## config.mk

```make
export PLATFORM = sky130hd
export DESIGN_NAME = naval_board_ctrl
export DESIGN_NICKNAME = d
export VERILOG_FILES = /design/src/rtl/naval_board_ctrl.sv
export SDC_FILE = /design/constraint.sdc
export NUM_CORES = 1
export LEC_CHECK = 0
export BUFFER_PORTS_ARGS = -buffer_cell sky130_fd_sc_hd__buf_2
export CAP_MARGIN = 15
export CORE_AREA = 2 2 166 168
export CTS_BUF_LIST = sky130_fd_sc_hd__clkbuf_16
export DETAILED_ROUTE_END_ITERATION = 10
export DIE_AREA = 0 0 168 170
export PLACE_DENSITY = 0.65
export SETUP_SLACK_MARGIN = 0.3
export SLEW_MARGIN = 15
export SYNTH_ARGS = -nofsm -noshare
export SYNTH_HDL_FRONTEND = slang
export SYNTH_SLANG_ARGS = --single-unit
export TNS_END_PERCENT = 100
```

## constraint.sdc

```tcl
create_clock -name clk -period 10.76 [get_ports clk]
set_input_delay 1.076 -clock clk [delete_from_list [all_inputs] [get_ports clk]]
set_output_delay 1.076 -clock clk [all_outputs]
set_load 0.02 [all_outputs]
```

## src/rtl/naval_board_ctrl.sv

```systemverilog
// naval_board_ctrl: board controller for the naval-battle game.
// Keeps the ship map and the attack map, moves a cursor, scores each shot
// as hit, miss or repeat, counts hits and shots, and detects game over.
// It also scans the LED matrix and drives the RGB shot indicator.
// Ports:
//   clk, clr_n          clock, asynchronous active-low reset
//   mode                00 idle, 01 place, 10 attack, 11 review
//   ship_map_in         preset ship map, bit r*COLS+c = (row r, col c)
//   btn_confirm/count   raw asynchronous buttons, active high
//   cur_row/cur_col     cursor position
//   hits/shots          ship cells hit / non-repeat shots (saturating)
//   rgb_output          [1] hit, [0] miss, 11 repeat shot
//   game_over, state_o  end-of-game flag and FSM state
//   m_col/m_line        one-hot column select / active-low row data
module naval_board_ctrl #(
  parameter int unsigned COLS     = 5,
  parameter int unsigned ROWS     = 7,
  parameter int unsigned SCAN_DIV = 1024,
  parameter int unsigned DEB_CYC  = 65536,
  parameter int unsigned BLINK_B  = 22,
  parameter int unsigned SHOT_W   = 8
) (
  input  logic                            clk,
  input  logic                            clr_n,
  input  logic [1:0]                      mode,
  input  logic [ROWS*COLS-1:0]            ship_map_in,
  input  logic                            btn_confirm,
  input  logic                            btn_count,
  output logic [$clog2(ROWS)-1:0]         cur_row,
  output logic [$clog2(COLS)-1:0]         cur_col,
  output logic [$clog2(ROWS*COLS+1)-1:0]  hits,
  output logic [SHOT_W-1:0]               shots,
  output logic [1:0]                      rgb_output,
  output logic                            game_over,
  output logic [1:0]                      state_o,
  output logic [COLS-1:0]                 m_col,
  output logic [ROWS-1:0]                 m_line
);

  localparam int unsigned NCELL = ROWS * COLS;
  localparam int unsigned RW    = $clog2(ROWS);
  localparam int unsigned CW    = $clog2(COLS);
  localparam int unsigned HW    = $clog2(NCELL + 1);
  localparam int unsigned IW    = $clog2(NCELL);
  localparam int unsigned DW    = $clog2(DEB_CYC);
  localparam int unsigned SW    = $clog2(SCAN_DIV);

  typedef enum logic [1:0] {
    S_IDLE  = 2'b00,
    S_PLACE = 2'b01,
    S_PLAY  = 2'b10,
    S_OVER  = 2'b11
  } state_t;

  state_t state_q, next_state;

  // Button conditioning: index 0 = confirm, index 1 = count
  logic [1:0]    raw;
  logic [1:0]    sync_a, sync_b, stable, pulse;
  logic [DW-1:0] deb_cnt [2];

  assign raw = {btn_count, btn_confirm};

  // Synchronise, then accept a new level only after DEB_CYC stable cycles;
  // the pulse fires once, on acceptance of a rising level.
  always_ff @(posedge clk or negedge clr_n) begin
    if (!clr_n) begin
      sync_a     <= '0;
      sync_b     <= '0;
      stable     <= '0;
      pulse      <= '0;
      deb_cnt[0] <= '0;
      deb_cnt[1] <= '0;
    end else begin
      sync_a <= raw;
      sync_b <= sync_a;
      for (int i = 0; i < 2; i++) begin
        pulse[i] <= 1'b0;
        if (sync_b[i] == stable[i]) begin
          deb_cnt[i] <= '0;
        end else if (deb_cnt[i] == DW'(DEB_CYC - 1)) begin
          stable[i]  <= sync_b[i];
          deb_cnt[i] <= '0;
          pulse[i]   <= sync_b[i];
        end else begin
          deb_cnt[i] <= deb_cnt[i] + DW'(1);
        end
      end
    end
  end

  // Game data registers
  logic [NCELL-1:0] ship_q, attack_q;
  logic [HW-1:0]    ship_cnt_q, hits_q;
  logic [SHOT_W-1:0] shots_q;
  logic [1:0]       rgb_q;
  logic             loaded_q;
  logic [RW-1:0]    row_q;
  logic [CW-1:0]    col_q;
  logic             game_over_q;

  function automatic logic [HW-1:0] popcount(input logic [NCELL-1:0] v);
    logic [HW-1:0] n;
    n = '0;
    for (int i = 0; i < int'(NCELL); i++) n = n + HW'(v[i]);
    return n;
  endfunction

  // Next-state logic; mode 00 wins from every state
  always_comb begin
    next_state = state_q;
    if (mode == 2'b00) begin
      next_state = S_IDLE;
    end else begin
      case (state_q)
        S_IDLE:  if (mode == 2'b01) next_state = S_PLACE;
        S_PLACE: if (mode == 2'b10 && loaded_q) next_state = S_PLAY;
        S_PLAY:  if (hits_q == ship_cnt_q) next_state = S_OVER;
        S_OVER:  next_state = S_OVER;
        default: next_state = S_IDLE;
      endcase
    end
  end

  always_ff @(posedge clk or negedge clr_n) begin
    if (!clr_n) begin
      state_q     <= S_IDLE;
      game_over_q <= 1'b0;
    end else begin
      state_q     <= next_state;
      game_over_q <= (next_state == S_OVER);
    end
  end

  // Shot and cursor qualifiers, and the linear index of the cursor cell
  logic          shot_fire, adv;
  logic [IW-1:0] cell_idx;

  always_comb begin
    shot_fire = pulse[0] && (state_q == S_PLAY) && (mode == 2'b10);
    adv       = pulse[1] && ((state_q == S_PLACE) ||
                             ((state_q == S_PLAY) && (mode != 2'b11)));
    cell_idx  = IW'(row_q) * IW'(COLS) + IW'(col_q);
  end

  // Maps, counters, cursor and indicator
  always_ff @(posedge clk or negedge clr_n) begin
    if (!clr_n) begin
      ship_q     <= '0;
      attack_q   <= '0;
      ship_cnt_q <= '0;
      hits_q     <= '0;
      shots_q    <= '0;
      rgb_q      <= 2'b00;
      loaded_q   <= 1'b0;
      row_q      <= '0;
      col_q      <= '0;
    end else if (mode == 2'b00) begin
      ship_q     <= '0;
      attack_q   <= '0;
      ship_cnt_q <= '0;
      hits_q     <= '0;
      shots_q    <= '0;
      rgb_q      <= 2'b00;
      loaded_q   <= 1'b0;
      row_q      <= '0;
      col_q      <= '0;
    end else begin
      if ((state_q == S_PLACE) && pulse[0] && (ship_map_in != '0)) begin
        ship_q     <= ship_map_in;
        ship_cnt_q <= popcount(ship_map_in);
        loaded_q   <= 1'b1;
      end
      if (shot_fire) begin
        if (attack_q[cell_idx]) begin
          rgb_q <= 2'b11;
        end else begin
          attack_q[cell_idx] <= 1'b1;
          if (shots_q != '1) shots_q <= shots_q + SHOT_W'(1);
          if (ship_q[cell_idx]) begin
            rgb_q  <= 2'b10;
            hits_q <= hits_q + HW'(1);
          end else begin
            rgb_q <= 2'b01;
          end
        end
      end
      // Uses the pre-advance cursor above, so a simultaneous shot lands first
      if (adv) begin
        if (col_q == CW'(COLS - 1)) begin
          col_q <= '0;
          row_q <= (row_q == RW'(ROWS - 1)) ? '0 : row_q + RW'(1);
        end else begin
          col_q <= col_q + CW'(1);
        end
      end
    end
  end

  // Matrix scan and blink prescalers
  logic [SW-1:0]    scan_cnt;
  logic [CW-1:0]    col_idx, col_nxt;
  logic [BLINK_B:0] blink_cnt;
  logic [NCELL-1:0] disp_c;
  logic [ROWS-1:0]  line_c;

  always_comb begin
    col_nxt = col_idx;
    if (scan_cnt == SW'(SCAN_DIV - 1)) begin
      col_nxt = (col_idx == CW'(COLS - 1)) ? '0 : col_idx + CW'(1);
    end
  end

  // Display source per state; the cursor blinks only while playing
  always_comb begin
    disp_c = '0;
    case (state_q)
      S_PLACE: disp_c = ship_q;
      S_PLAY: begin
        disp_c           = attack_q;
        disp_c[cell_idx] = attack_q[cell_idx] ^ blink_cnt[BLINK_B];
      end
      S_OVER:  disp_c = ship_q | attack_q;
      default: disp_c = '0;
    endcase
    line_c = '1;
    for (int r = 0; r < int'(ROWS); r++) begin
      line_c[r] = ~disp_c[IW'(r) * IW'(COLS) + IW'(col_nxt)];
    end
  end

  // m_col and m_line load from the same next index so they move together
  always_ff @(posedge clk or negedge clr_n) begin
    if (!clr_n) begin
      scan_cnt  <= '0;
      col_idx   <= '0;
      blink_cnt <= '0;
      m_col     <= COLS'(1);
      m_line    <= '1;
    end else begin
      scan_cnt  <= (scan_cnt == SW'(SCAN_DIV - 1)) ? '0 : scan_cnt + SW'(1);
      col_idx   <= col_nxt;
      blink_cnt <= blink_cnt + (BLINK_B + 1)'(1);
      m_col     <= COLS'(1) << col_nxt;
      m_line    <= line_c;
    end
  end

  assign cur_row    = row_q;
  assign cur_col    = col_q;
  assign hits       = hits_q;
  assign shots      = shots_q;
  assign rgb_output = rgb_q;
  assign game_over  = game_over_q;
  assign state_o    = state_q;

endmodule

```

==> summary.md, run 1 <==
| Metric | Value |
|---|---|
| Fin area | 0.0139 mm² |
| Most frequent cells in the layout | 232 x nor2_1, 181 x dfrtp_1, 124 x a21oi_1, 88 x nand2_1, 86 x inv_1 |
| DP Cell Count | between 1500 and 2000 |
| Clk_skew | ~0.014 ns |
| DR vias/cell | ~6.0 |
| Synth Register Bits | 190 |
| Slew HR | 0.274 |
| Crit end category | flop |
| DRC viols | 0 |
| Status | finished, final reports clean |
| Clock insertion delay at the later pin of the skew report | 0.45 ns |
| Initial Util | 0.478 |
| Pre-CTS setup slack | 4.80 ns |
| Fin crit share | 0.510 |
| Die height | between 150 and 200 µm |
| Cell area after synthesis | approximately 0.013 mm² |
| CP cell instances | buf_2 > inv_1 > fa_1 > inv_1 > fa_1 > inv_1 > fa_1 > fa_1 > fa_1 > fa_1 > fa_1 > fa_1 > inv_1 > a21o_1 > a21oi_1 > xnor2_1 > nor2_1 > a21oi_1 > nor2_1 |
| Vias in the first global route | 10327 |
| Worst-Margin Slew | 1.09 ns |
| R2R setup slack | between 5 and 6 ns |
| DRT Pass-1 Iters | 8 |
| Initial DRC count | 937 |
| Placed standard-cell area | 0.0133 mm² |
| Max Transition Viols Final | 0 |
| Total global-route track usage | 0.260 |
| Num CTS Buffers | 17 |
| Clock Tree Buf Depth | 2 |
| Cell Rows | 60 |
| Most used cell along the critical path | fa_1 |
| Worst hold-check path type | reg2reg |
| Maximum Capacitance Violations | 0 |
| TNS Setup | 0 ns |
| Synth Net Count | 1544 |
| Ant. Diodes | 0 |
| EDFF count, synth | 0 |
| Avg WL per Cell | 19.9 µm |
| PD cells | 170 mW/mm² |
| Total power | 2.36 mW |
| Max incr delay on CP | 0.58 ns |
| GPL Wtd Cong | 0.908 |
| HPWL after DPL | 25200 µm |
| Crit Path Max Fanout | 2 |
| Initial antenna violation count | 0 |
| Clock sinks | 190 |
| Most common cell after layout, fill and taps aside | nor2_1 |
| Unrepaired setup endpoints after global routing | false |
| Clock slew seen by the registers of the worst setup and hold paths | 0.09 ns |
| Largest net degree at the start of global routing | 116 |
| Cts-stage hold buffer count | 0 |
| Post-Synthesis Cells | 1436 |
| Area Growth Syn to Fin | 9.39% |
| Critical path startpoint category | input pin |
| First-pass GRT wire length | 58500 µm |
| Final #Nets | between 1500 and 2000 |
| Crit path required time | 11.05 ns |
| Setup Buffers After CTS | 0 |
| Routed via count | 10915 |
| Fin Hold WS | between 0.3 and 0.4 ns |
| DIE WIDTH | 168 µm |
| WP data arrival | 5.78 ns |
| Root Driver | clkbuf_16 |
| Yosys warns | 0 |
| Leak Pwr | around 6.3 nW |
| H-tree depth | 4 |
| Final hold vios | 0 |
| Top FF cell, synth | dfrtp_1 |
| GRT Residual Overflow | 0 |
| IO buf count | 77 |
| Share of cells above drive strength 1 | 0.127 |
| Seq/Total Area, Yosys | 0.374 |
| Full die area | 0.0286 mm² |
| Final Setup Violations | 0 |
| Post-Route WL | 36200 µm |
| Minimum clock period | 5.49 ns |
| Utilization after layout | 0.523 |
| Post-cts sizing count | 0 |
| Io pins | approximately 80 |
| Crit Path Class | in2reg |
| Fillers | between 2000 and 3000 |
| FFs w/ async S/R, synth | 1.00 |
| Worst VDD drop | 0.173 mV |
| Final worst slack | 5.27 ns |
| CTS tree | built |
| Core box area | approximately 0.027 mm² |
| Antenna Nets Post-Route | 0 |
| Max Freq | 182 MHz |
| Syn avg cell area | slightly below 9 µm² |
| Number of distinct library cells after synthesis | 92 |
| CP max-delay cell | fa_1 |
| Final Instance Count excl. Fillers | 1816 |
## path summary, 6_finish.rpt
| path | cells past startpoint | from | end |
|---|---|---|---|
| worst max-delay path | 19 | ship_map_in[11] | ship_cnt_q[4]$_DFFE_PN0P_ |
| worst min-delay path | 0 | sync_a[1]$_DFF_PN0_ | sync_b[1]$_DFF_PN0_ |
| worst max register to register | 13 | cur_row[0]$_DFFE_PN0P_ | shots[7]$_DFFE_PN0P_ |
| worst min register to register | 0 | sync_a[1]$_DFF_PN0_ | sync_b[1]$_DFF_PN0_ |
| max in group asynchronous | 2 | clr_n | hits[2]$_DFFE_PN0P_ |
| min in group asynchronous | 1 | clr_n | col_idx[0]$_DFF_PN0_ |
## synthesized netlist by cell type (all sizes together) (22+ instances only)
| master | count | share of area |
|---|---|---|
| buf | 45 | 0.020 |
| o21ai | 48 | 0.019 |
| dfrtp | 182 | 0.36 |
| nor3 | 24 | 0.011 |
| a21oi | 126 | 0.050 |
| clkbuf | 41 | 0.012 |
| xnor2 | 43 | 0.031 |
| and3 | 22 | 0.011 |
| fa | 28 | 0.044 |
| inv | 87 | 0.026 |
| nand2 | 88 | 0.026 |
| ha | 39 | 0.038 |
| a31oi | 48 | 0.025 |
| nand3 | 47 | 0.020 |
| mux2i | 35 | 0.028 |
| nor2 | 234 | 0.070 |
| xor2 | 36 | 0.025 |
## registers in the layout, indices dropped and copies added (netlist names), 2 cells and up
signal	flops
attack_q	35
ship_q	35
deb_cnt	32
blink_cnt	23
scan_cnt	10
shots	8
m_line	7
hits	6
ship_cnt_q	6
m_col	5
col_idx	3
cur_col	3
cur_row	3
pulse	2
rgb_output	2
stable	2
state_o	2
sync_a	2
sync_b	2
## logic make-up after synthesis
| family | share of synthesized area |
|---|---|
| AOI/OAI and AO/OA | 0.179 |
| muxes | 0.0538 |
| DFF | 0.374 |
| adders and majority gates | 0.0823 |
| xor gates and xnor gates | 0.0555 |
| buffers and inverters | 0.0579 |
| and+or+nand+nor | 0.197 |
## final cells by class
class / count / area (µm²) / area share
clock buffers: 17 / 425 / 0.0305
inverters: 88 / 330 / 0.0237
repair buffers: 93 / 514 / 0.0369
well taps: 341 / 427 / 0.0306
clock inverters: 15 / 220 / 0.0158
flip-flops and latches: 190 / 4770 / 0.342
multi-input cells: 1072 / 7260 / 0.521
## worst max-delay path, delay by kind of cell
family                   cells  cell delay (ns)
AO/OA/AOI/OAI                3             0.32
XOR/XNOR                     1             0.14
adder cells (fa/ha/maj)      8             3.79
buffers and inverters        5             0.34
AND/OR/NAND/NOR              2             0.10
## power by group
group          total, mW  switching [mW]  internal (mW)
Combinational      0.945           0.613          0.332
Sequential         0.732          0.0109          0.721
Clock              0.686           0.355          0.330
Total               2.36           0.979           1.38
## routing by layer
metal / track usage / up-vias / wire length, µm
met3: 0.0542 / 59 / 2760
met4: 0.0870 / 0 / 1060
li1: - / 5122 / -
met1: 0.356 / 5315 / 15600
met5: 0 / - / 0
met2: 0.413 / 419 / 16800
No activity file was read; power rests on OpenSTA's default activity.
==> inputs of run 2 (changes only) <==
==> constraint.sdc (replaced) <==
create_clock -name clk -period 5.18 [get_ports clk]
set_input_delay 0.518 -clock clk [delete_from_list [all_inputs] [get_ports clk]]
set_output_delay 0.518 -clock clk [all_outputs]
set_load 0.02 [all_outputs]
==> run 2 against run 1 <==
Count of clock-buffer cells in the layout did not move. Clock power is 100% higher. Cell area increased by 1.3%. Cell count grew 1.2%. Hold slack worse by 0.20 ns. Routed wire length decreased by 1.2%. Worst setup slack got worse by 4.8 ns. First-iteration DRC count grew 29%. Via count rose by 1.1%. Sequential share of layout area is 0.43 points lower. Largest power group unchanged.
==> summary.md, run 2 (synthesized netlist as in run 1, its figures left out) <==
| Metric | Value |
|---|---|
| Multi-input logic area | 0.00726 mm² (+0.12%) |
| Clock sinks | 190 (unchanged) |
| Placed standard-cell area | 0.0135 mm² (+1.4%) |
| Crit end category | flop |
| Largest net degree at the start of global routing | 115 (-0.86%) |
| Final hold vios | 0 (unchanged) |
| Gate power share | 0.418 (+0.018) |
| Reg power frac | 0.305 (-0.005) |
| NetSw | 2.03 mW (+110%) |
| Initial antenna violation count | 0 (unchanged) |
| Die height | 170 µm (unchanged) |
| Fin area | 0.0141 mm² (+1.3%) |
| Routed via count | 11040 (+1.1%) |
| Maximum Capacitance Violations | 0 (unchanged) |
| WP data arrival | 5.01 ns (-0.77 ns) |
| Max Freq | 212 MHz |
| Cell Rows | 60 (unchanged) |
| Num CTS Buffers | 17 (unchanged) |
| First-pass GRT wire length | 58200 µm (-0.61%) |
| Initial DRC count | 1209 (+29%) |
| Ant. Diodes | 0 (unchanged) |
| Clk_skew | 0.0210 ns (+0.00678 ns) |
| Final #Nets | 1592 (+1.4%) |
| Clock slew seen by the registers of the worst setup and hold paths | 0.08 ns (about the same) |
| Post-Route WL | 35800 µm (-1.2%) |
| Status | finished, final reports clean |
| Top flop regs | attack_q x35, ship_q x35, deb_cnt x32 |
| Clock Tree Buf Depth | 2 (unchanged) |
| Clk network pwr share | 0.277 (-0.013) |
| Crit Path Class | in2reg |
| PD cells | 355 mW/mm² (+110%) |
| Sw Share | 0.406 (-0.00854) |
| Reg area | 0.00477 mm² (unchanged) |
| Internal cell power | 2.98 mW (+120%) |
| Worst-Margin Slew | 1.03 ns (-0.0562 ns) |
| Most frequent cells in the layout | 232 x nor2_1, 181 x dfrtp_1, 123 x a21oi_1, 88 x nand2_1, 86 x inv_1 |
| Root Driver | clkbuf_16 |
| DRT Pass-1 Iters | 5 (-3) |
| Avg WL per Cell | 19.5 µm (-2.4%) |
| Crit path required time | 5.47 ns (-5.58 ns) |
| Antenna Nets Post-Route | 0 (unchanged) |
| Clock insertion delay at the later pin of the skew report | 0.45 ns (about the same) |
| Max Transition Viols Final | 0 (unchanged) |
| Fin crit share | 0.910 |
| Vias in the first global route | 10456 (+1.2%) |
| DRC viols | 0 (unchanged) |
| Core box area | 0.0267 mm² (unchanged) |
| R2R setup slack | 0.57 ns (-4.87 ns) |
| Full die area | 0.0286 mm² (unchanged) |
| Worst VDD drop | 0.577 mV (+230%) |
| IO buf count | 77 (unchanged) |
| Fillers | 2497 (-0.76%) |
| DIE WIDTH | 168 µm (unchanged) |
| Critical path startpoint category | input pin |
| GRT Residual Overflow | 0 (unchanged) |
| Total global-route track usage | 0.258 (-0.00243) |
| DR vias/cell | 6.01 (about the same) |
| Crit Path Max Fanout | 2 (unchanged) |
| Cts-stage hold buffer count | 0 (unchanged) |
| Initial Util | 0.478 (unchanged) |
| Minimum clock period | 4.71 ns |
| GPL Wtd Cong | 0.975 (+7.4%) |
| Share of cells above drive strength 1 | 0.142 (+0.0148) |
| Final Setup Violations | 0 (unchanged) |
| Most common cell after layout, fill and taps aside | nor2_1 |
| CTS tree | built |
| Post-cts sizing count | 0 (unchanged) |
| Slew HR | 0.312 (+0.0375) |
| H-tree depth | 4 (unchanged) |
| Setup Buffers After CTS | 0 (unchanged) |
| Fin Hold WS | 0.160 ns (-0.198 ns) |
| Unrepaired setup endpoints after global routing | true |
| Worst hold-check path type | in2async |
| HPWL after DPL | 25600 µm (+1.5%) |
| Io pins | 78 (unchanged) |
| Leak Pwr | 6.45 nW (+1.7%) |
| Area Growth Syn to Fin | 10.8% |
run 2: changes by cell type in the layout (fill, tap and decap cells not counted), sizes merged:
cell / before / now
buf: 92 / 114
inv: 98 / 92
clkinv: 5 / 11
run 2: worst max-delay path: stages:
cell and delay [ns]:
buf_2 0.10, inv_1 0.07, fa_1 0.53, inv_1 0.05
fa_1 0.47, inv_1 0.05, fa_1 0.49, fa_1 0.44
fa_1 0.54, fa_1 0.43, fa_2 0.38, fa_2 0.35
inv_1 0.06, a21o_1 0.10, a21oi_1 0.07, xnor2_1 0.13
nor2_1 0.05, a21oi_1 0.14, nor2_1 0.05
run 2: area by class of cell:
type                       count  share of cell area
clock buffer                  17              0.0301
clock inverter                15              0.0149
inverter                      88              0.0234
multi-input combinational   1072               0.515
sequential                   190               0.338
tap                          341              0.0302
timing repair buffer         115              0.0490
run 2: stage by stage:
stage / setup TNS, ns / std cells / setup WS, ns / utilization / total power, mW
3_3_place_gp: 0 / 1806 / 0.00998 / 0.506 / 3.56
3_5_place_dp: -0.0117 / 1806 / -0.0117 / 0.506 / 3.61
4_1_cts: 0 / 1838 / 0.456 / 0.529 / 5.01
2_1_floorplan: 0 / 1436 / 0.299 / - / 3.01
5_1_grt: 0 / 1838 / 0.228 / 0.530 / 5.30
6_report: 0 / 1838 / 0.466 / 0.530 / 5.01
run 2: power groups by stage:
stage               Sequential (mW)  Clock (mW)  Combinational [mW]
floorplan                      1.56           0                1.46
global placement               1.55           0                2.00
detailed placement             1.55           0                2.05
CTS                            1.53        1.42                2.06
global route                   1.53        1.47                2.29
finish                         1.53        1.39                2.10
run 2: worst paths after layout:
path | startpoint | to | cells past startpoint
max in group asynchronous | clr_n | attack_q[15]$_DFFE_PN0P_ | 2
worst min register to register | sync_a[0]$_DFF_PN0_ | sync_b[0]$_DFF_PN0_ | 0
worst min-delay path | clr_n | m_col[4]$_DFF_PN0_ | 1
min in group clk | btn_count | sync_a[1]$_DFF_PN0_ | 1
worst max-delay path | ship_map_in[11] | ship_cnt_q[4]$_DFFE_PN0P_ | 19
worst max register to register | cur_row[0]$_DFFE_PN0P_ | m_line[6]$_DFF_PN1_ | 14
run 2: routing by layer:
layer	routed length, µm	GRT usage
met5	0	0
met4	1050	0.0877
met3	2650	0.0516
met2	16100	0.399
met1	16000	0.362
